## config.mk

```make
export PLATFORM = sky130hd
export DESIGN_NAME = seq_cla_subtractor
export DESIGN_NICKNAME = d
export VERILOG_FILES = /design/src/rtl/seq_cla_subtractor.sv
export SDC_FILE = /design/constraint.sdc
export NUM_CORES = 1
export LEC_CHECK = 0
export CORE_MARGIN = 2
export CORE_UTILIZATION = 40
export CTS_CLUSTER_DIAMETER = 40
export CTS_CLUSTER_SIZE = 30
export DETAILED_ROUTE_END_ITERATION = 16
export HOLD_SLACK_MARGIN = 0.1
export PLACE_DENSITY_LB_ADDON = 0.25
export SLEW_MARGIN = 5
export SYNTH_ARGS = -nofsm -noshare
export SYNTH_HDL_FRONTEND = slang
export SYNTH_SLANG_ARGS = --single-unit
export TNS_END_PERCENT = 100
```

## constraint.sdc

```tcl
create_clock -name clk -period 2.6 [get_ports clk]
set_input_delay 0.39 -clock clk [delete_from_list [all_inputs] [get_ports clk]]
set_output_delay 0.39 -clock clk [all_outputs]
set_load 0.05 [all_outputs]
```

## src/rtl/seq_cla_subtractor.sv

```systemverilog
// seq_cla_subtractor: multi-cycle WIDTH-bit subtractor, Diff = A - B - Bin.
// One SLICE-bit slice per clock, LSB first, with borrow-lookahead inside
// each slice and the slice borrow carried between cycles in a register.
// Optional macro SUB_ZERO_BYPASS_EN: B=0 and Bin=0 completes in one cycle
// without entering RUN.
// WIDTH must be an integer multiple of SLICE with at least two slices.
module seq_cla_subtractor #(
  parameter int WIDTH = 20,
  parameter int SLICE = 5
) (
  input  logic             clk,
  input  logic             rst,
  input  logic             start,
  input  logic [WIDTH-1:0] A,
  input  logic [WIDTH-1:0] B,
  input  logic             Bin,
  output logic             ready,
  output logic             busy,
  output logic             done,
  output logic [WIDTH-1:0] Diff,
  output logic             Borrow,
  output logic             Overflow
);

  localparam int NSLICES = WIDTH / SLICE;
  localparam int CW      = (NSLICES > 1) ? $clog2(NSLICES) : 1;

  typedef enum logic {IDLE, RUN} state_t;

  state_t state_reg, state_next;
  logic   accept, finish, bypass;

  logic [WIDTH-1:0]       a_sh_reg, b_sh_reg;
  logic                   borrow_reg;
  logic                   a_msb_reg, b_msb_reg;
  logic [CW-1:0]          cnt_reg;
  logic [WIDTH-SLICE-1:0] acc_reg;

  logic [WIDTH-1:0] diff_reg;
  logic             borrow_out_reg, ovf_reg, done_reg;

  logic [SLICE-1:0] sa, sb, p, g, sd;
  logic [SLICE:0]   bc;
  logic [WIDTH-1:0] full_diff;

  // Flattened lookahead borrow into bit position top+1 of a slice:
  // OR over every generate term g[j] that propagates through p[j+1..top],
  // plus the slice borrow-in propagated through p[0..top].
  function automatic logic borrow_at(input logic [SLICE-1:0] pv,
                                     input logic [SLICE-1:0] gv,
                                     input logic             cin,
                                     input int               top);
    logic acc, path;
    acc = cin;
    for (int k = 0; k <= top; k++) acc = acc & pv[k];
    for (int j = 0; j <= top; j++) begin
      path = gv[j];
      for (int k = j + 1; k <= top; k++) path = path & pv[k];
      acc = acc | path;
    end
    return acc;
  endfunction

  // Current slice is always the low SLICE bits of the shift registers.
  assign sa    = a_sh_reg[SLICE-1:0];
  assign sb    = b_sh_reg[SLICE-1:0];
  assign bc[0] = borrow_reg;

  genvar gi;
  generate
    for (gi = 0; gi < SLICE; gi++) begin : g_bit
      assign p[gi]    = ~(sa[gi] ^ sb[gi]);
      assign g[gi]    = ~sa[gi] & sb[gi];
      assign bc[gi+1] = borrow_at(p, g, borrow_reg, gi);
      assign sd[gi]   = sa[gi] ^ sb[gi] ^ bc[gi];
    end
  endgenerate

  // New slice goes on top; earlier slices sit below it, LSB slice lowest.
  assign full_diff = {sd, acc_reg};

  // State register.
  always_ff @(posedge clk) begin
    if (rst) state_reg <= IDLE;
    else     state_reg <= state_next;
  end

  // Next-state logic and handshake decode.
  always_comb begin
    state_next = state_reg;
    accept     = 1'b0;
    finish     = 1'b0;
    bypass     = 1'b0;
    ready      = 1'b0;
    busy       = 1'b0;
    case (state_reg)
      IDLE: begin
        ready = 1'b1;
        if (start) begin
`ifdef SUB_ZERO_BYPASS_EN
          if ((B == '0) && !Bin) begin
            bypass = 1'b1;
          end else begin
            accept     = 1'b1;
            state_next = RUN;
          end
`else
          accept     = 1'b1;
          state_next = RUN;
`endif
        end
      end
      RUN: begin
        busy = 1'b1;
        if (cnt_reg == CW'(NSLICES - 1)) begin
          finish     = 1'b1;
          state_next = IDLE;
        end
      end
      default: state_next = IDLE;
    endcase
  end

  // Operand capture, slice shifting, inter-slice borrow and accumulation.
  always_ff @(posedge clk) begin
    if (rst) begin
      a_sh_reg   <= '0;
      b_sh_reg   <= '0;
      borrow_reg <= 1'b0;
      a_msb_reg  <= 1'b0;
      b_msb_reg  <= 1'b0;
      cnt_reg    <= '0;
      acc_reg    <= '0;
    end else if (accept) begin
      a_sh_reg   <= A;
      b_sh_reg   <= B;
      borrow_reg <= Bin;
      a_msb_reg  <= A[WIDTH-1];
      b_msb_reg  <= B[WIDTH-1];
      cnt_reg    <= '0;
      acc_reg    <= '0;
    end else if (state_reg == RUN) begin
      a_sh_reg   <= a_sh_reg >> SLICE;
      b_sh_reg   <= b_sh_reg >> SLICE;
      borrow_reg <= bc[SLICE];
      cnt_reg    <= cnt_reg + CW'(1);
      acc_reg    <= full_diff[WIDTH-1:SLICE];
    end
  end

  // Result registers: only written at completion so no partial value leaks.
  always_ff @(posedge clk) begin
    if (rst) begin
      diff_reg       <= '0;
      borrow_out_reg <= 1'b0;
      ovf_reg        <= 1'b0;
      done_reg       <= 1'b0;
    end else begin
      done_reg <= finish | bypass;
      if (finish) begin
        diff_reg       <= full_diff;
        borrow_out_reg <= bc[SLICE];
        ovf_reg        <= (a_msb_reg != b_msb_reg) &&
                          (full_diff[WIDTH-1] != a_msb_reg);
      end else if (bypass) begin
        diff_reg       <= A;
        borrow_out_reg <= 1'b0;
        ovf_reg        <= 1'b0;
      end
    end
  end

  assign done     = done_reg;
  assign Diff     = diff_reg;
  assign Borrow   = borrow_out_reg;
  assign Overflow = ovf_reg;

endmodule

```

# Yosys cells after proc, flatten, opt, wreduce, memory -nomap -nowiden
# Index checks and enable logic that the tools add are counted.
dict set report totals {
  inputBits 44
  out_inout_bits 25
  register_bits 84
}
dict set report op_classes {
  n_bitwise 56
  add_sub_neg 1
  reduce_logical 3
  n_mux 14
  eq_ne 3
}
# operator n
set ops {}
lappend ops {{20-bit 2-to-1 mux} 4}
lappend ops {{1-bit bitwise AND} 20}
lappend ops {{1-bit bitwise OR} 15}
lappend ops {{1-bit NOT} 11}
lappend ops {{1-bit XOR} 10}
lappend ops {{1-bit 2-to-1 mux} 9}
lappend ops {{2-bit by 1-bit adder with 2-bit output (second input constant)} 1}
lappend ops {{2-bit == test (second input constant)} 1}
lappend ops {{1-bit != test} 2}
lappend ops {{1-bit case mux with 2 select lines} 1}
lappend ops {{2-bit nonzero test} 1}
lappend ops {{2-bit OR reduction} 1}
lappend ops {{1-bit logical AND} 1}

# Logic depth before layout (Yosys ltp)
dict set report depth {
  depth_word 14
  mapped_depth 7
}

# Least setup slack after synthesis
# No wires, ideal clock.
dict set report synth_path {
  path_type {reg2out}
  from {register state_reg}
  to {output ready}
  path_buffers 3
  setup_slack_ns 0.611
  required_time_ns 2.210
  arrival_ns 1.599
  stages_incl_launch_ff 5
  cell_sequence {dfxtp_1 buf_2 buf_2 buf_1 inv_1}
}
dict set report synth_between {
  elab_chain_len 1
}
# element line_no
set synth_rtl {}
lappend synth_rtl {{from (decl)} 30} ;# state_t state_reg, state_next;
lappend synth_rtl {{from (signal assigned)} 85} ;# else state_reg <= state_next;
lappend synth_rtl {{1-bit 2-to-1 mux} 96} ;# case (state_reg)
lappend synth_rtl {{to (decl)} 17} ;# output logic ready,
# Every way passes these cells.

# Worst setup path after layout
dict set report layout_path {
  from {register state_reg}
  to {output busy}
}
dict set report layout_between {
  elab_chain_len 1
}
# element line_no
set layout_rtl {}
lappend layout_rtl {{1-bit 2-to-1 mux} 96}
lappend layout_rtl {{to (decl)} 18} ;# output logic busy,
# Every way passes these cells.

==> run_results.csv <==
group,metric,value,unit
status,status,"complete, no violations",
detailed_routing,drt_iter0_markers,90,
critical_path,cpMaxStageDelayCell,"buf_4",
sta,post-route-period-util,0.833,
run,cap_viol_max_count,0,
yosys,synth_nets,412,
layout,syn2layout_area_growth,28.2,%
clock_network,cts_hold_buf,0,
global_route,grt_start_max_net_pins,85,
sta,clock.fmax,0.462,GHz
clock_network,cts_root_buffer,"clkbuf_8",
clock_network,numClockSinks,84,
detailed_routing,avgRoutedWirePerCell,13.0,microns
detailed_routing,drcViolationCount,0,
detailed_routing,routed_wirelength,6.88,mm
clock_network,cts_buffer_depth,2,
layout,layout.nets,471,
placement,pre_cts_ws,0.452,ns
placement,numPortBuffers,68,
yosys,avgSynthCellArea,9.47,sq um
pwr,ir_drop,0.315,mV
sta,worst_pin_slew,0.884,ns
detailed_routing,final_antenna_net_count,0,
placement,place.gp.congestion,0.744,
clock_network,cts_max_level,3,
clock_network,cts_inserted_buffers,9,
yosys,syn_area,3410,sq um
floorplanning,num_io_pins,69,
critical_path,critPathArrivalTime,1.78,ns
layout,drive_gt1_frac,0.0731,
clock_network,path_clk_slew,0.09,ns
detailed_routing,num_vias,2611,
sta,whs,0.475,ns
sta,rsz0062_at_grt,"no",
pwr,p_per_area,615,nW/um^2
yosys,synth-async-reset-ratio,0,
global_route,grt_overflow,0,
worst_hold_path,hp-class,"reg2reg",
clock_network,cts_resized,0,
yosys,synth_cell_type_count,34,
floorplanning,start_util,0.413,
yosys,syn_inst,360,
detailed_routing,drtPass1Iterations,4,
layout,num_antenna_cells,0,
clock_network,insertion_delay,0.35,ns
critical_path,critPathKind,"reg2out",
yosys,synth_ff_type,"dfxtp_1",
clock_network,post_cts_buffers,0,
critical_path,end_kind,"primary output",
sta,setup_viol,0,
critical_path,cp-start-kind,"flip-flop",
critical_path,required,2.21,ns
floorplanning,die_width,96.3,microns
layout,final_cell_mix,"nor2_1 (89), dfxtp_1 (83), clkdlybuf4s50_1 (66)",
floorplanning,die_y,96.3,microns
floorplanning,num_rows,33,
sta,hold_viol_final,0,
global_route,grt_pass1_wl,11.3,mm
critical_path,cp_top_family,"buffers and inverters",
critical_path,cpPeakStageDelay,0.68,ns
detailed_routing,vias_per_cell,4.94,
layout,mostFrequentLayoutCell,"nor2_1",
sta,fin_ws,0.434,ns
placement,place_hpwl,4.66,mm
clock_network,cts_tree,"yes",
sta,setup_tns,0,ns
critical_path,path_cells,"buf_4, buf_4",
yosys,synth_seq_cells,84,
yosys,synth_warnings,0,
sta,clock_skew,0.0130,ns
sta,slew_headroom,0.411,
pwr,p_leak,1.79,nW
global_route,antenna_found_initial,0,
critical_path,crit_buf_inv,2,
sta,finalMaxSlewViolations,0,
critical_path,crit_path_frequent_cell,"buf_4",
floorplanning,core,8260,sq um
floorplanning,die-area,9280,sq um
yosys,ys_seq_area_frac,0.493,
global_route,grt_pass1_vias,2297,
yosys,synth_edf_count,0,
critical_path,worst-path-max-fanout,84,
sta,min_period,2.17,ns
global_route,track_usage,0.159,
[per-layer routing]
metal,GRT usage,vias to the layer above,wire (microns),share of wire
met1,0.223,1187,3450,0.50
met3,0.0321,10,302,0.044
met2,0.239,60,3040,0.44
met4,0.0599,0,100,0.015
met5,0,-,0,0
li1,-,1354,-,-
[path summary, 6_finish.rpt]
path	startpoint	end	slack (ns)	depth (start not counted)
min	Diff[14]	Diff[14]	0.48	1
min reg2reg	Diff[14]	Diff[14]	0.48	1
max reg2reg	a_sh_reg[0]	acc_reg[13]	0.62	7
max	state_reg	busy	0.43	2
[cells by family after synthesis]
group / count (synthesis) / share of synthesized area
AO/OA/AOI/OAI: 65 / 0.125
XOR/XNOR: 3 / 0.00771
adder cells (fa/ha/maj): 8 / 0.0315
buffers and inverters: 32 / 0.0396
flip-flops: 84 / 0.493
multiplexers: 55 / 0.161
AND/OR/NAND/NOR: 113 / 0.142
[synthesized netlist by cell type, types with 2 or more instances]
library cell	number	area, sq um
nor2_1	89	334
dfxtp_1	84	1680
mux2i_1	55	551
a21oi_1	32	160
a22o_1	16	140
buf_2	12	60.1
clkbuf_1	9	33.8
ha_1	7	87.6
nand2_1	7	26.3
inv_1	6	22.5
a211oi_1	5	37.5
o21ai_0	5	25.0
buf_1	4	15.0
o21a_1	3	22.5
nor2b_1	2	12.5
nor4b_1	2	17.5
or2_2	2	12.5
or3_1	2	12.5
or3_2	2	15.0
xnor2_1	2	17.5
[power breakdown]
group | switching, mW | total [mW] | internal, mW
Sequential | 0.0331 | 1.37 | 1.33
Clock | 0.470 | 0.968 | 0.498
Combinational | 0.178 | 0.354 | 0.176
[metrics by stage]
stage | total power [mW] | area, sq um | cells | utilization
after floorplan | 1.63 | 3410 | 360 | -
after global placement | 1.75 | 4160 | 513 | 0.504
after detailed placement | 1.75 | 4160 | 513 | 0.504
after CTS | 2.72 | 4370 | 529 | 0.530
after global routing | 2.82 | 4370 | 529 | 0.530
final | 2.69 | 4370 | 529 | 0.530
[layout make-up]
cell class | count | area, sq um
multi-input cells | 244 | 1600
clock buffers | 11 | 151
well taps | 105 | 131
repair buffers | 73 | 723
inverters | 7 | 26.3
clock inverters | 5 | 58.8
fillers | 786 | 3880
flip-flops and latches | 84 | 1690
Note: power is estimated with default switching activity, not from simulation.
